File: config.mk
export PLATFORM = sky130hd
export DESIGN_NAME = tc4_accumulator
export DESIGN_NICKNAME = d
export VERILOG_FILES = /design/src/rtl/tc4_accumulator.sv
export SDC_FILE = /design/constraint.sdc
export NUM_CORES = 1
export LEC_CHECK = 0
export CAP_MARGIN = 20
export CORE_MARGIN = 2
export CORE_UTILIZATION = 50
export DETAILED_ROUTE_END_ITERATION = 6
export GPL_TIMING_DRIVEN = 0
export PLACE_DENSITY = 0.86
export SYNTH_ARGS = -nofsm -noshare
export SYNTH_HDL_FRONTEND = slang
export SYNTH_SLANG_ARGS = --single-unit
File: constraint.sdc
create_clock -name clk -period 3 [get_ports clk]
set_clock_uncertainty 0.15 [all_clocks]
set_input_delay 0.75 -clock clk [delete_from_list [all_inputs] [get_ports clk]]
set_output_delay 0.75 -clock clk [all_outputs]
set_load 0.05 [all_outputs]
File: src/rtl/tc4_accumulator.sv
// rtl/tc4_accumulator.sv - signed 4-bit push-button accumulator with debounced keys
//
// Purpose: each debounced press of the add or subtract key adds or subtracts
// the switch operand sw_b, in two's complement, to/from the 4-bit value N.
// The clear key zeroes N and the sticky overflow flag.
//
// Ports:
//   clk        system clock, rising edge
//   reset_n    asynchronous active-low reset
//   sw_b       operand B, two's complement, quasi-static slide switches
//   key_add_n  raw active-low add button (asynchronous to clk)
//   key_sub_n  raw active-low subtract button (asynchronous to clk)
//   key_clr_n  raw active-low clear button (asynchronous to clk)
//   N          accumulator value, two's complement
//   ovf        sticky signed-overflow flag
//   op_done    one-cycle pulse in the cycle N shows a new value

module tc4_accumulator #(
  parameter int DEBOUNCE_CYCLES = 4
) (
  input  logic       clk,
  input  logic       reset_n,
  input  logic [3:0] sw_b,
  input  logic       key_add_n,
  input  logic       key_sub_n,
  input  logic       key_clr_n,
  output logic [3:0] N,
  output logic       ovf,
  output logic       op_done
);

  localparam int            CW       = $clog2(DEBOUNCE_CYCLES);
  localparam logic [CW-1:0] CNT_LAST = CW'(DEBOUNCE_CYCLES - 1);

  // Key lanes: bit 0 = add, bit 1 = sub, bit 2 = clear.
  logic [2:0]    key_raw;
  logic [2:0]    sync1;
  logic [2:0]    sync2;
  logic [2:0]    deb;
  logic [2:0]    deb_d;
  logic [2:0]    press;
  logic [CW-1:0] cnt [3];

  assign key_raw = {key_clr_n, key_sub_n, key_add_n};

  // Synchronizer, debouncer and press detector for all three keys.
  always_ff @(posedge clk or negedge reset_n) begin
    if (!reset_n) begin
      sync1 <= '1;
      sync2 <= '1;
      deb   <= '1;
      deb_d <= '1;
      press <= '0;
      for (int i = 0; i < 3; i++) begin
        cnt[i] <= '0;
      end
    end else begin
      sync1 <= key_raw;
      sync2 <= sync1;
      deb_d <= deb;
      // Registered falling edge of the debounced level; releases give nothing.
      press <= deb_d & ~deb;
      for (int i = 0; i < 3; i++) begin
        if (sync2[i] == deb[i]) begin
          cnt[i] <= '0;
        end else if (cnt[i] == CNT_LAST) begin
          deb[i] <= sync2[i];
          cnt[i] <= '0;
        end else begin
          cnt[i] <= cnt[i] + 1'b1;
        end
      end
    end
  end

  // Add and sub landing in the same cycle cancel each other out.
  logic       do_add;
  logic       do_sub;
  logic [3:0] b_eff;
  logic [3:0] sum;
  logic       ovf_now;

  assign do_add = press[0] & ~press[1];
  assign do_sub = press[1] & ~press[0];

  // Subtraction is N + ~sw_b + 1, so one adder covers both operations and
  // the overflow test is the same on the effective operand.
  always_comb begin
    b_eff   = do_sub ? ~sw_b : sw_b;
    sum     = N + b_eff + {3'b000, do_sub};
    ovf_now = (N[3] == b_eff[3]) && (sum[3] != N[3]);
  end

  always_ff @(posedge clk or negedge reset_n) begin
    if (!reset_n) begin
      N       <= 4'b0000;
      ovf     <= 1'b0;
      op_done <= 1'b0;
    end else begin
      op_done <= 1'b0;
      if (press[2]) begin
        N       <= 4'b0000;
        ovf     <= 1'b0;
        op_done <= 1'b1;
      end else if (do_add || do_sub) begin
        N       <= sum;
        op_done <= 1'b1;
        if (ovf_now) begin
          ovf <= 1'b1;
        end
      end
    end
  end

endmodule

==> summary.txt <==
GRT
  – Largest net degree at the start of global routing: 28
  – Vias in the first global route: 633
  – First-pass GRT wire length: 2.64 mm
  – Total track usage: 0.140
  – Initial antenna violation count: 0
  – GRT Residual Overflow: 0

Power
  – Switching Share: 0.377
  – Peak VDD IR: 0.572 mV
  – Clock network power share: 0.097
  – Int Power: 0.000930 W
  – Sequential share of power: 0.416
  – P per Cell Area: 1100 mW/mm^2
  – Pleak: 0.606 nW
  – Psw: 0.000562 W
  – Comb power frac: 0.487

Timing
  – Tmin final: 2.65 ns
  – Final Hold Violating Endpoints: 0
  – Final slew viol count: 0
  – RSZ-0062 raised after global routing: no
  – FMAX: 378 MHz
  – Final setup fails: 0
  – Slew margin rel.: 0.670
  – Fin crit share: 0.883
  – Setup TNS: 0 ns
  – Actual transition at the worst max-transition pin: 0.494 ns

Placed design
  – HPWL Detailed: 1.10 mm
  – Port bufs: 14
  – Dpl cell area: 0.00130 mm^2
  – Final GP Congestion: 0.624

Final layout
  – Area Growth Syn to Fin: 20.4%
  – FF+latch area: 691 um^2
  – Share of cells above drive strength 1: 0.247
  – Multi-input gate area: 422 um^2
  – Final std cell area, no fill: 0.00135 mm^2
  – Antenna diodes: 0
  – Final Util: 0.622
  – Nets: 114
  – # fillers: 176

Floorplan
  – Die X: 51.4 um
  – Die height: 51.4 um
  – Die ar.: 0.00264 mm^2
  – Starting Density: 0.517
  – Core area: 0.00217 mm^2
  – IO Pins: 15
  – Core Rows: 17

Job
  – Max_cap viols: 0

Critical path
  – CP Launch Type: input port
  – Critical Path AT: 2.70 ns
  – Crit-path max cell delay: 0.47 ns
  – CP max-delay cell: clkdlybuf4s50_1
  – Critical Path RT: 3.06 ns
  – Crit end category: register
  – Most common cell on crit path: mux2_4
  – Critical Path Fanout Max: 3
  – CP Class: in2reg
  – Crit path cell chain: clkdlybuf4s50_1, xor2_1, ha_1, a21o_1, a31oi_4, mux2_4, mux2_4

CTS
  – CTS resizes: 0
  – Hold-fix buffers at CTS: 0
  – Sink Count: 27
  – Postcts setup bufs: 0
  – Max Root-Sink Buffers: 2
  – CTS tree: yes
  – Clock transition at path regs: 0.12 ns
  – H-tree lvl count: 1
  – Clock Latency Late Sink: 0.31 ns
  – Num CTS Buffers: 3
  – CTS root buffer: clkbuf_4

Drt
  – Vias per Instance: 4.75
  – DR WL/cell: 11.9 um
  – Initial DRT Pass Iterations: 6
  – Post-route DRC violation count: 0
  – Total wire length: 1.49 mm
  – Post-DRT Antenna Nets: 0
  – Total number of vias: 594
  – Initial DRC Count: 7

Logic synthesis
  – Share of the synthesized area in the top cell type: 0.335
  – Post-Synthesis Cells: 78
  – Yosys top cell by area: dfrtp_1
  – Mean Syn Cell Area: 14.4 um^2
  – Yosys Warn Count: 0
  – Yosys reg bits: 27
  – Net Count, Synth: 94
  – Seq/Total Area, Yosys: 0.616
  – Synth top area cells: dfrtp_1 (33%), dfstp_2 (28%), ha_1 (6.7%)
  – Post-synthesis cell area: 0.00112 mm^2
  – Yosys cell types: 20

Outcome
  – Status: finished clean

Hold path
  – Hold Path Class: reg2reg
==> power by group through the flow <==
stage	clock network [W]	registers [W]	logic, W
floorplan	0	0.000725	0.000452
global placement	0	0.000620	0.000700
detailed placement	0	0.000630	0.000727
CTS	0.000155	0.000623	0.000733
global route	0.000176	0.000638	0.000802
finish	0.000145	0.000621	0.000726
==> metrics by stage <==
stage / instances / power, W / setup slack, ns / hold WS [ns]
floorplan: 78 / 0.00118 / 0.545 / 0.195
global placement: 120 / 0.00132 / 0.0464 / 0.196
detailed placement: 120 / 0.00136 / 0.0204 / 0.197
CTS: 124 / 0.00151 / 0.360 / 0.216
global route: 125 / 0.00162 / 0.308 / 0.221
finish: 125 / 0.00149 / 0.352 / 0.215
==> synth_stat cells <==
cell / n
dfrtp_1: 15
dfstp_2: 12
nor2b_1: 9
nor2_1: 7
ha_1: 6
xnor2_1: 5
mux2_2: 3
mux2_4: 3
nor3_1: 3
xor2_1: 3
mux2i_1: 2
nand2b_1: 2
a21o_1: 1
a21oi_1: 1
a31oi_4: 1
and2_1: 1
buf_2: 1
fa_1: 1
inv_1: 1
o31ai_1: 1
==> critical path, delay by kind of cell <==
family | cells | cell delay, ns
adder cells (fa/ha/maj) | 1 | 0.31
XOR/XNOR | 1 | 0.15
multiplexers | 2 | 0.62
buffers and inverters | 1 | 0.47
AO/OA/AOI/OAI | 2 | 0.40
==> worst paths after layout <==
check	start	endpoint	slack (ns)	depth (start not counted)
hold reg to reg	sync1[1]	sync2[1]	0.21	0
min in group asynchronous	reset_n	cnt[3]	0.59	1
hold / removal	sync1[1]	sync2[1]	0.21	0
max in group asynchronous	reset_n	sync1[2]	1.59	2
setup reg to reg	press[0]	N[3]	0.53	8
setup / recovery	sw_b[2]	N[3]	0.35	7
==> layer usage <==
layer / global-route usage / wire [um]
met1: 0.150 / 678
met2: 0.255 / 745
met3: 0.0351 / 64
met4: 0.0658 / 0
met5: 0 / 0
==> cell families after synthesis <==
family | share of synthesized area
adder cells (fa/ha/maj) | 0.0848
flip-flops | 0.616
XOR/XNOR | 0.0625
AO/OA/AOI/OAI | 0.0368
buffers and inverters | 0.00781
AND/OR/NAND/NOR | 0.104
multiplexers | 0.0882
==> cells in the final DEF, fill, tap and decap left out, drive strengths merged <==
cell | Yosys | layout
and2 | 1 | 1
xor2 | 3 | 3
mux2i | 2 | 2
clkdlybuf4s50 | 0 | 14
a31oi | 1 | 1
nor2b | 9 | 9
fa | 1 | 1
nor2 | 7 | 7
a21o | 1 | 1
nor3 | 3 | 3
inv | 1 | 1
nand2b | 2 | 2
clkbuf | 0 | 4
xnor2 | 5 | 5
buf | 1 | 2
o31ai | 1 | 1
mux2 | 6 | 6
dfrtp | 15 | 15
ha | 6 | 6
dfstp | 12 | 12
a21oi | 1 | 1
==> state kept, by name, indices dropped and copies added, names as in the netlist, 3 cells and up <==
signal and cells:
sync1 3, cnt 6, press 3, deb_d 3
sync2 3, N 4, deb 3
==> layout make-up <==
cell class,instances,area share
sequential,27,0.512
multi-input combinational,49,0.312
timing repair buffer,15,0.124
tap,28,0.0260
clock buffer,4,0.0195
buffer,1,0.00371
inverter,1,0.00278
Power figures use the tool's default switching activity.
